===== src/rtl/interrupt_ctrl_pkg.sv =====
// Shared constants for interrupt_ctrl: the MMIO word map, the privilege
// encodings and the take-FSM state encoding.
package int_ctrl_pkg;

  // MMIO word selects
  localparam logic [2:0] ADR_MTIME_LO    = 3'd0;
  localparam logic [2:0] ADR_MTIME_HI    = 3'd1;
  localparam logic [2:0] ADR_MTIMECMP_LO = 3'd2;
  localparam logic [2:0] ADR_MTIMECMP_HI = 3'd3;
  localparam logic [2:0] ADR_EXT_PEND    = 3'd4;
  localparam logic [2:0] ADR_STATUS      = 3'd5;

  // Privilege levels
  localparam logic [1:0] PRIV_M = 2'b11;
  localparam logic [1:0] PRIV_S = 2'b01;
  localparam logic [1:0] PRIV_U = 2'b00;

  // Take FSM states
  typedef enum logic [1:0] {
    IDLE    = 2'd0,
    WAIT_PC = 2'd1,
    TAKEN   = 2'd2
  } take_state_t;

endpackage


===== src/rtl/interrupt_ctrl_if.sv =====
// MMIO bus between a bus master and interrupt_ctrl: write strobe, word
// select, write data and combinational read data.
interface interrupt_ctrl_if;
  logic        io_we;
  logic [2:0]  io_adr;
  logic [31:0] io_wdata;
  logic [31:0] io_rdata;

  modport master (output io_we, output io_adr, output io_wdata, input io_rdata);
  modport slave  (input io_we, input io_adr, input io_wdata, output io_rdata);
endinterface


===== src/rtl/interrupt_ctrl_mtimer.sv =====
// Machine timer: prescaler, 64-bit mtime/mtimecmp with MMIO write access,
// and the registered timer-pending compare.
module mtimer
  import int_ctrl_pkg::*;
#(
  parameter int PRESCALE = 16
) (
  input  logic        clk,
  input  logic        rst_n,
  input  logic        we,
  input  logic [2:0]  adr,
  input  logic [31:0] wdata,
  output logic [63:0] mtime,
  output logic [63:0] mtimecmp,
  output logic        leq
);

  localparam logic [15:0] PRESC_LAST = 16'(PRESCALE - 1);

  logic [15:0] presc_reg;
  logic        tick;
  logic [63:0] mtime_next;
  logic [63:0] mtimecmp_next;

  assign tick = (presc_reg == PRESC_LAST);

  // Prescaler counts 0..PRESCALE-1 and wraps
  always_ff @(posedge clk or negedge rst_n) begin
    if (!rst_n) presc_reg <= '0;
    else if (tick) presc_reg <= '0;
    else presc_reg <= presc_reg + 16'd1;
  end

  // Next mtime/mtimecmp: an MMIO write to a half overrides the increment,
  // and the other half keeps its pre-increment value (no carry)
  always_comb begin
    mtime_next    = mtime;
    mtimecmp_next = mtimecmp;
    if (tick) mtime_next = mtime + 64'd1;
    if (we) begin
      case (adr)
        ADR_MTIME_LO:    mtime_next = {mtime[63:32], wdata};
        ADR_MTIME_HI:    mtime_next = {wdata, mtime[31:0]};
        ADR_MTIMECMP_LO: mtimecmp_next = {mtimecmp[63:32], wdata};
        ADR_MTIMECMP_HI: mtimecmp_next = {wdata, mtimecmp[31:0]};
        default: ;
      endcase
    end
  end

  // Timer registers; the compare sees the already-updated values one
  // cycle after they change
  always_ff @(posedge clk or negedge rst_n) begin
    if (!rst_n) begin
      mtime    <= '0;
      mtimecmp <= '1;
      leq      <= 1'b0;
    end else begin
      mtime    <= mtime_next;
      mtimecmp <= mtimecmp_next;
      leq      <= (mtimecmp <= mtime);
    end
  end

endmodule


===== src/rtl/interrupt_ctrl.sv =====
// Machine-level interrupt source and arbiter feeding the CSR array.
// Optional macro INT_CTRL_EXT_EDGE_EN: when defined the external request is
// edge-latched into a pending flop cleared over MMIO; otherwise level mode.
module interrupt_ctrl
  import int_ctrl_pkg::*;
#(
  parameter int PRESCALE    = 16,
  parameter int SYNC_STAGES = 2
) (
  input  logic             clk,
  input  logic             rst_n,
  input  logic             ext_int_in,
  input  logic             csr_rmie,
  input  logic             csr_meie,
  input  logic             csr_mtie,
  input  logic             cpu_stat_pc,
  input  logic             cmd_mret_ex,
  interrupt_ctrl_if.slave  io,
  output logic             g_interrupt,
  output logic             g_interrupt_1shot,
  output logic             frc_cntr_val_leq,
  output logic             interrupts_in_pc_state,
  output logic [1:0]       g_interrupt_priv
);

  logic [63:0]             mtime;
  logic [63:0]             mtimecmp;
  logic [SYNC_STAGES-1:0]  sync_reg;
  logic                    ext_sync;
  logic                    g_interrupt_d;
  logic                    en_pend;
  logic                    ext_read;
  take_state_t             state_reg;

  mtimer #(.PRESCALE(PRESCALE)) u_mtimer (
    .clk      (clk),
    .rst_n    (rst_n),
    .we       (io.io_we),
    .adr      (io.io_adr),
    .wdata    (io.io_wdata),
    .mtime    (mtime),
    .mtimecmp (mtimecmp),
    .leq      (frc_cntr_val_leq)
  );

  // Synchroniser chain on the asynchronous external request
  always_ff @(posedge clk or negedge rst_n) begin
    if (!rst_n) sync_reg <= '0;
    else sync_reg <= {sync_reg[SYNC_STAGES-2:0], ext_int_in};
  end

  assign ext_sync = sync_reg[SYNC_STAGES-1];

`ifdef INT_CTRL_EXT_EDGE_EN
  logic ext_sync_d;
  logic pend_reg;
  logic ext_clr;

  assign ext_clr = io.io_we && (io.io_adr == ADR_EXT_PEND) && io.io_wdata[0];

  // Edge-latched pending flop; a rising edge beats a same-cycle clear
  always_ff @(posedge clk or negedge rst_n) begin
    if (!rst_n) begin
      ext_sync_d <= 1'b0;
      pend_reg   <= 1'b0;
    end else begin
      ext_sync_d <= ext_sync;
      if (ext_sync && !ext_sync_d) pend_reg <= 1'b1;
      else if (ext_clr) pend_reg <= 1'b0;
    end
  end

  assign g_interrupt = pend_reg;
  assign ext_read    = pend_reg;
`else
  assign g_interrupt = ext_sync;
  assign ext_read    = ext_sync;
`endif

  // Previous g_interrupt for the rising-edge one-shot
  always_ff @(posedge clk or negedge rst_n) begin
    if (!rst_n) g_interrupt_d <= 1'b0;
    else g_interrupt_d <= g_interrupt;
  end

  assign g_interrupt_1shot = g_interrupt & ~g_interrupt_d;
  assign g_interrupt_priv  = PRIV_M;
  assign en_pend = (g_interrupt & csr_meie) | (frc_cntr_val_leq & csr_mtie);

  // Take FSM: one registered take-pulse per interrupt, aligned to the PC state
  always_ff @(posedge clk or negedge rst_n) begin
    if (!rst_n) begin
      state_reg              <= IDLE;
      interrupts_in_pc_state <= 1'b0;
    end else begin
      interrupts_in_pc_state <= 1'b0;
      case (state_reg)
        IDLE: if (en_pend) state_reg <= WAIT_PC;
        WAIT_PC: begin
          if (!en_pend) begin
            state_reg <= IDLE;
          end else if (cpu_stat_pc && csr_rmie) begin
            interrupts_in_pc_state <= 1'b1;
            state_reg              <= TAKEN;
          end
        end
        TAKEN: if (cmd_mret_ex && cpu_stat_pc) state_reg <= IDLE;
        default: state_reg <= IDLE;
      endcase
    end
  end

  // Side-effect-free MMIO read mux
  always_comb begin
    io.io_rdata = 32'd0;
    case (io.io_adr)
      ADR_MTIME_LO:    io.io_rdata = mtime[31:0];
      ADR_MTIME_HI:    io.io_rdata = mtime[63:32];
      ADR_MTIMECMP_LO: io.io_rdata = mtimecmp[31:0];
      ADR_MTIMECMP_HI: io.io_rdata = mtimecmp[63:32];
      ADR_EXT_PEND:    io.io_rdata = {31'd0, ext_read};
      ADR_STATUS:      io.io_rdata = {29'd0, state_reg, frc_cntr_val_leq};
      default:         io.io_rdata = 32'd0;
    endcase
  end

endmodule

===== src/flat_wrapper.sv =====
// flat-port wrapper written by rule: the top's interface ports become plain ports
module interrupt_ctrl_flat import int_ctrl_pkg::*;
#(
  parameter int PRESCALE    = 16,
  parameter int SYNC_STAGES = 2
)
  (clk, rst_n, ext_int_in, csr_rmie, csr_meie, csr_mtie, cpu_stat_pc, cmd_mret_ex, g_interrupt, g_interrupt_1shot, frc_cntr_val_leq, interrupts_in_pc_state, g_interrupt_priv, io_io_we, io_io_adr, io_io_wdata, io_io_rdata);
  interrupt_ctrl_if io_i ();
  input  logic clk;
  input  logic rst_n;
  input  logic ext_int_in;
  input  logic csr_rmie;
  input  logic csr_meie;
  input  logic csr_mtie;
  input  logic cpu_stat_pc;
  input  logic cmd_mret_ex;
  output logic g_interrupt;
  output logic g_interrupt_1shot;
  output logic frc_cntr_val_leq;
  output logic interrupts_in_pc_state;
  output logic [1:0] g_interrupt_priv;
  input wire logic [$bits(io_i.io_we)-1:0] io_io_we;
  input wire logic [$bits(io_i.io_adr)-1:0] io_io_adr;
  input wire logic [$bits(io_i.io_wdata)-1:0] io_io_wdata;
  output wire logic [$bits(io_i.io_rdata)-1:0] io_io_rdata;
  assign io_i.io_we = io_io_we;
  assign io_i.io_adr = io_io_adr;
  assign io_i.io_wdata = io_io_wdata;
  assign io_io_rdata = io_i.io_rdata;
  interrupt_ctrl #(.PRESCALE(PRESCALE), .SYNC_STAGES(SYNC_STAGES)) u_core (.clk(clk), .rst_n(rst_n), .ext_int_in(ext_int_in), .csr_rmie(csr_rmie), .csr_meie(csr_meie), .csr_mtie(csr_mtie), .cpu_stat_pc(cpu_stat_pc), .cmd_mret_ex(cmd_mret_ex), .io(io_i), .g_interrupt(g_interrupt), .g_interrupt_1shot(g_interrupt_1shot), .frc_cntr_val_leq(frc_cntr_val_leq), .interrupts_in_pc_state(interrupts_in_pc_state), .g_interrupt_priv(g_interrupt_priv));
endmodule

===== config.mk =====
export PLATFORM = sky130hd
export DESIGN_NAME = interrupt_ctrl_flat
export DESIGN_NICKNAME = d
export VERILOG_FILES = /design/src/rtl/interrupt_ctrl_pkg.sv /design/src/rtl/interrupt_ctrl_if.sv /design/src/rtl/interrupt_ctrl_mtimer.sv /design/src/rtl/interrupt_ctrl.sv /design/src/flat_wrapper.sv
export SDC_FILE = /design/constraint.sdc
export NUM_CORES = 1
export LEC_CHECK = 0
export ABC_AREA = 1
export CAP_MARGIN = 20
export CORE_ASPECT_RATIO = 1.5
export CORE_MARGIN = 2
export CORE_UTILIZATION = 45
export CTS_BUF_LIST = sky130_fd_sc_hd__clkbuf_16
export DETAILED_ROUTE_END_ITERATION = 12
export PLACE_DENSITY_LB_ADDON = 0.15
export SKIP_LAST_GASP = 1
export SLEW_MARGIN = 40
export SYNTH_ARGS = -nofsm -noshare
export SYNTH_HDL_FRONTEND = slang
export SYNTH_HIERARCHICAL = 1
export SYNTH_SLANG_ARGS = --single-unit

===== constraint.sdc =====
create_clock -name clk -period 2.53 [get_ports clk]
set_clock_uncertainty 0.1 [all_clocks]
set_input_delay 0.6325 -clock clk [delete_from_list [all_inputs] [get_ports clk]]
set_output_delay 0.6325 -clock clk [all_outputs]
set_load 0.01 [all_outputs]

* Word level (Yosys, flattened, before mapping)
Index checks and enable logic that the tools add are counted.
** Storage, ports and cells
- Register bits :: 151
- Latch bits :: 0
- Memory bits (writable) :: 0
- Memory bits (read-only) :: 0
- Input port bits :: 44
- Output and inout bits :: 38
- Word-level logic and storage cells :: 54
- Memories :: 0
** Cells by class
- $add $sub $neg :: 2
- $mul :: 0
- Divide/modulo/power cells :: 0
- Magnitude comparators :: 1
- Equal/unequal tests :: 13
- Shifts and indexed selects :: 0
- Multiplexer cells :: 14
- Bitwise operators :: 7
- Reductions and logical operators :: 7
** Operators by type and width (number)
- 64-bit one-hot mux with 2 select lines :: 2
- 32-bit one-hot mux with 6 select lines :: 1
- 64-bit 2-to-1 mux :: 2
- 64-bit by 1-bit adder with 64-bit output, second input constant :: 1
- 64-bit <= comparator :: 1
- 16-bit by 1-bit adder with 16-bit output, second input constant :: 1
- 16-bit by 4-bit == test with 1-bit output, second input constant :: 1
- 16-bit 2-to-1 mux :: 1
- 3-bit AND reduction :: 3
- 2-bit 2-to-1 mux :: 4
- 3-bit by 2-bit == test with 1-bit output, second input constant :: 2
- 3-bit == test, second input constant :: 2
- 2-bit one-hot mux with 3 select lines :: 1
- 2-bit by 1-bit != test with 1-bit output, second input constant :: 2
- 2-bit != test, second input constant :: 2
- 1-bit bitwise AND :: 3
- 3-bit by 1-bit == test with 1-bit output, second input constant :: 1
- 3-bit zero test :: 1
- 1-bit 2-to-1 mux :: 3
- 3-bit != test, second input constant :: 1
- 1-bit inverter :: 3
- 2-bit by 1-bit == test with 1-bit output, second input constant :: 1
- 2-bit == test, second input constant :: 1
- 1-bit logical AND :: 2
- 2 further kinds :: 2

* Depth between registers and ports, before layout
- Word-level depth :: 4
- Depth in mapped cells :: 14
- Mapped depth without buffers :: 14

* Modules after synthesis
Netlist, hierarchy kept.
** Modules (own cells, without submodules)
- mtimer :: times used 1, cells each 1326, area an instance 9898.2 sq um
- interrupt_ctrl :: times used 1, cells each 238, area an instance 1406.3 sq um

* Worst setup path before layout
Ideal clock, no wire load.
- Path kind :: input to output
- Start :: input port io_io_adr[1]
- End :: output port io_io_rdata[0]
- Data arrival time :: 1342 ps
- Required time :: 1798 ps
- Path slack :: 456 ps
- Stages on the path :: 7
- Cell sequence :: buf_4 > nor2_2 > buf_4 > nand3_1 > nand2_1 > nor2_1 > nand2_1
** Between the ends
- Cells in the longest elaborated chain, start to end :: 2
** RTL lines
- start, declared :: line flat_wrapper.sv:23 : input wire logic [$bits(io_i.io_adr)-1:0] io_io_adr;
- 3-bit == test, or another cell as far along :: line interrupt_ctrl.sv:116 : case (io.io_adr)
- 32-bit one-hot mux with 6 select lines * :: line interrupt_ctrl.sv:116
- end, declared :: line flat_wrapper.sv:25 : output wire logic [$bits(io_i.io_rdata)-1:0] io_io_rdata;
Mark *: on every way between the ends. The rest lies on a longest branch, timed or not.

* Worst setup path after layout
- Start :: input port io_io_adr[0]
- End :: output port io_io_rdata[29]
The elaborated chain is that of the path after synthesis.

==> flow_summary.yaml <==
logic_synthesis:
  adder_cell_area_share_of_the_yosys_netlist_pct: 7.30
  share_of_the_synthesized_area_in_compound_gates_ao_oa_aoi_oai_pct: 11.4
  synthCells: 1564
  synth_top_family_by_area: "simple AND/OR/NAND/NOR gates"
  synthesis.area_um2: 11300
  yosysUniqueCellTypes: 47
  ys.warnings.count: 6
  synth_xor_xnor_area_share_pct: 1.63
  async_reset_ff_share_pct: 100
  post_synth_mux_area_share_pct: 1.99
  synth_seq_area_share_pct: 34.1
  synth_area_per_cell_um2: 7.23
  post_synth_edffs: 0
  flops_latches_synth: 151
  yosys.area_share.simple_pct: 34.1
  yosys_most_used_dff: "dfrtp_1"
detailed_routing:
  post-route-drc-count: 0
  drt_pre_antenna_iters: 6
  routed-via-count: 11800
  drtAntennaViolNets: 0
  wirelength_um: 45000
  post_drt_via_cell_ratio: 5.78
  detailedRoute.firstIterationViolations: 920
  routedWlPerCell_um: 22.0
grt:
  grt.overflow.total: 0
  gr-usage-all-layers_pct: 34.4
  grt_antenna_before_repair: 0
  first_global_vias: 11900
  grt_max_degree: 51
  wire_length_of_the_first_global_routing_pass_um: 68100
cts:
  tritoncts: "yes"
  clkSinkCount: 151
  clock_buffer_count_from_cts: 17
  path_clk_slew_ns: 0.06
  cts-htree-levels: 4
  cts_max_path_buffers: 2
  root_buffer: "clkbuf_16"
  cts.hold.buffers_added: 0
  worstSkewPairLatency_ns: 0.44
floorplanning:
  floorplan.die_area_um2: 26400
  die_h_um: 198
  num_io_pins: 82
  start_util_pct: 45.4
  num_rows: 71
  dieWidth_um: 133
  core-area_um2: 24900
final_layout:
  post_layout_nonfiller_instances: 2049
  drive_gt1_share_pct: 18.0
  final_cell_mix: "341 x nand2_1, 189 x inv_1, 151 x nor2_1, 135 x nand3_1, 115 x nand4_1"
  mostFrequentLayoutCell: "nand2_1"
  final_core_util_pct: 55.8
  multi_input_area_um2: 6410
  fillCellCount: 2458
  final_net_count: 1818
  antenna-diode-count: 0
  syn_to_final_growth_pct: 22.8
  register_area_um2: 3860
power_and_ir_drop:
  max-vdd-ir-drop_uv: 458
  leakagePower_uw: 0.00649
  cellPowerDensity_nw_per_um2: 652
timing:
  timing.max_slew.rel_slack_pct: 53.4
  final_min_period_over_clock_period_pct: 95.8
  clock.fmax_mhz: 413
  finalWorstPathRequiredPeriod_ns: 2.42
  final.hold.worst_slack_ns: 0.0370
  grt_setup_unrepaired: "false"
  timing_worst_slew_pin_value_ns: 0.696
  max_slew_vio_count: 0
  final-hold-violation-count: 0
  setup_tns_ns: 0
  post-route-worst-setup-slack_ns: 0.107
  report.final.setup_viol: 0
critical_path:
  critical_path_arrival_ns: 1.69
  worstSetupStartpointType: "input pin"
  worstRegToRegCells: 14
  worst-setup-path-type: "input pin to output port"
  path_max_fanout: 11
  cp-end-kind: "output port"
  cp.required_ns: 1.80
placement:
  io_buffers: 79
  detailedPlace.worstSlack_ns: -0.583
  gp_congestion: 1.00
  placed_cells: 2009
  detailed_place_hpwl_um: 34900
job:
  maxCapViolations: 0
status:
  result_of_the_run: "finished, final reports clean"
hold_path:
  hold_class: "input pin to asynchronous set/reset pin"
## cells in the mapped netlist, types with 3 or more instances
cell | n | share of area [%]
o221ai_1 | 11 | 0.85
nor2_2 | 16 | 0.89
nand4_1 | 115 | 6.4
buf_6 | 5 | 0.50
o21ai_0 | 85 | 3.8
a22oi_1 | 6 | 0.40
clkbuf_1 | 25 | 0.83
dfstp_2 | 64 | 15
buf_1 | 8 | 0.27
xor2_1 | 21 | 1.6
nor2_8 | 3 | 0.53
nor2_4 | 8 | 0.80
and2_1 | 4 | 0.22
o21ai_1 | 8 | 0.35
o211ai_1 | 3 | 0.20
nor3_1 | 15 | 0.66
o21bai_1 | 5 | 0.33
buf_4 | 9 | 0.60
nand3_2 | 7 | 0.62
buf_2 | 17 | 0.75
dfrtp_1 | 87 | 19
a21oi_1 | 62 | 2.7
nand3b_1 | 3 | 0.20
nand2_1 | 342 | 11
nand3_1 | 135 | 6.0
a31oi_1 | 12 | 0.66
nor4_1 | 7 | 0.39
nand2_2 | 6 | 0.33
o22ai_1 | 26 | 1.4
nand2_4 | 3 | 0.30
inv_1 | 186 | 6.2
mux2_2 | 20 | 2.0
nor2_1 | 151 | 5.0
inv_2 | 7 | 0.23
ha_1 | 66 | 7.3
## per-layer routing
metal / global-route usage, % / wire length [µm]
met4: 18.3 / 2670
met3: 4.51 / 2110
met5: 0 / 0
met2: 64.1 / 23600
met1: 37.7 / 16600
## layout make-up
class                           instances  area share [%]
Multi-Input combinational cell       1157            46.1
Timing Repair Buffer                  188            13.6
Sequential cell                       151            27.8
Inverter                              193            5.24
Tap cell                              328            2.96
Clock buffer                           17            3.06
Clock inverter                         15            1.18
## through the flow
stage	total power, µW	area (µm²)
6_report	9050	13900
5_1_grt	9580	13900
3_5_place_dp	6390	13200
2_1_floorplan	5140	11300
4_1_cts	9030	13900
3_3_place_gp	6330	13200
## path summary, 6_finish.rpt
| check | end | slack [ns] | from |
|---|---|---|---|
| hold / removal | u_core/u_mtimer/presc_reg[13] | 0.04 | rst_n |
| setup reg to reg | u_core/u_mtimer/mtime[32] | 0.15 | u_core/u_mtimer/mtime[0] |
| max in group asynchronous | u_core/u_mtimer/mtimecmp[30] | 1.58 | rst_n |
| setup / recovery | io_io_rdata[29] | 0.11 | io_io_adr[0] |
| min in group clk | u_core/sync_reg[1] | 0.24 | u_core/sync_reg[0] |
| hold reg to reg | u_core/sync_reg[1] | 0.24 | u_core/sync_reg[0] |
## critical path, cell delays in order
cell,delay [ns]
buf_2,0.15
nor3_4,0.23
buf_6,0.16
buf_16,0.15
nand2_1,0.07
nand4_1,0.06
clkdlybuf4s15_2,0.22
## report_power, final
part           total (µW)  internal (µW)  switching [µW]
Combinational        2790           1130            1670
Sequential           3620           3010             614
Clock                2630           1540            1100
Total                9050           5670            3380
## cells by family (layout without fill, tap and decap cells)
family                     count (synthesis)  count (layout)
DFF                                      151             151
xor gates and xnor gates                  21              21
adders and majority gates                 66              66
muxes                                     20              20
buffers and inverters                    257             413
other                                      1               2
AOI/OAI and AO/OA                        227             227
and+or+nand+nor                          821             821
## repair_timing
action                                 CTS  global route
gates resized for setup                 95            15
buffers inserted                         2             3
setup endpoints to repair               32            32
cloned                                   2             1
endpoints found under the hold margin    0             0
pin swaps                                1             2
Note: power is estimated with default switching activity, not from simulation.
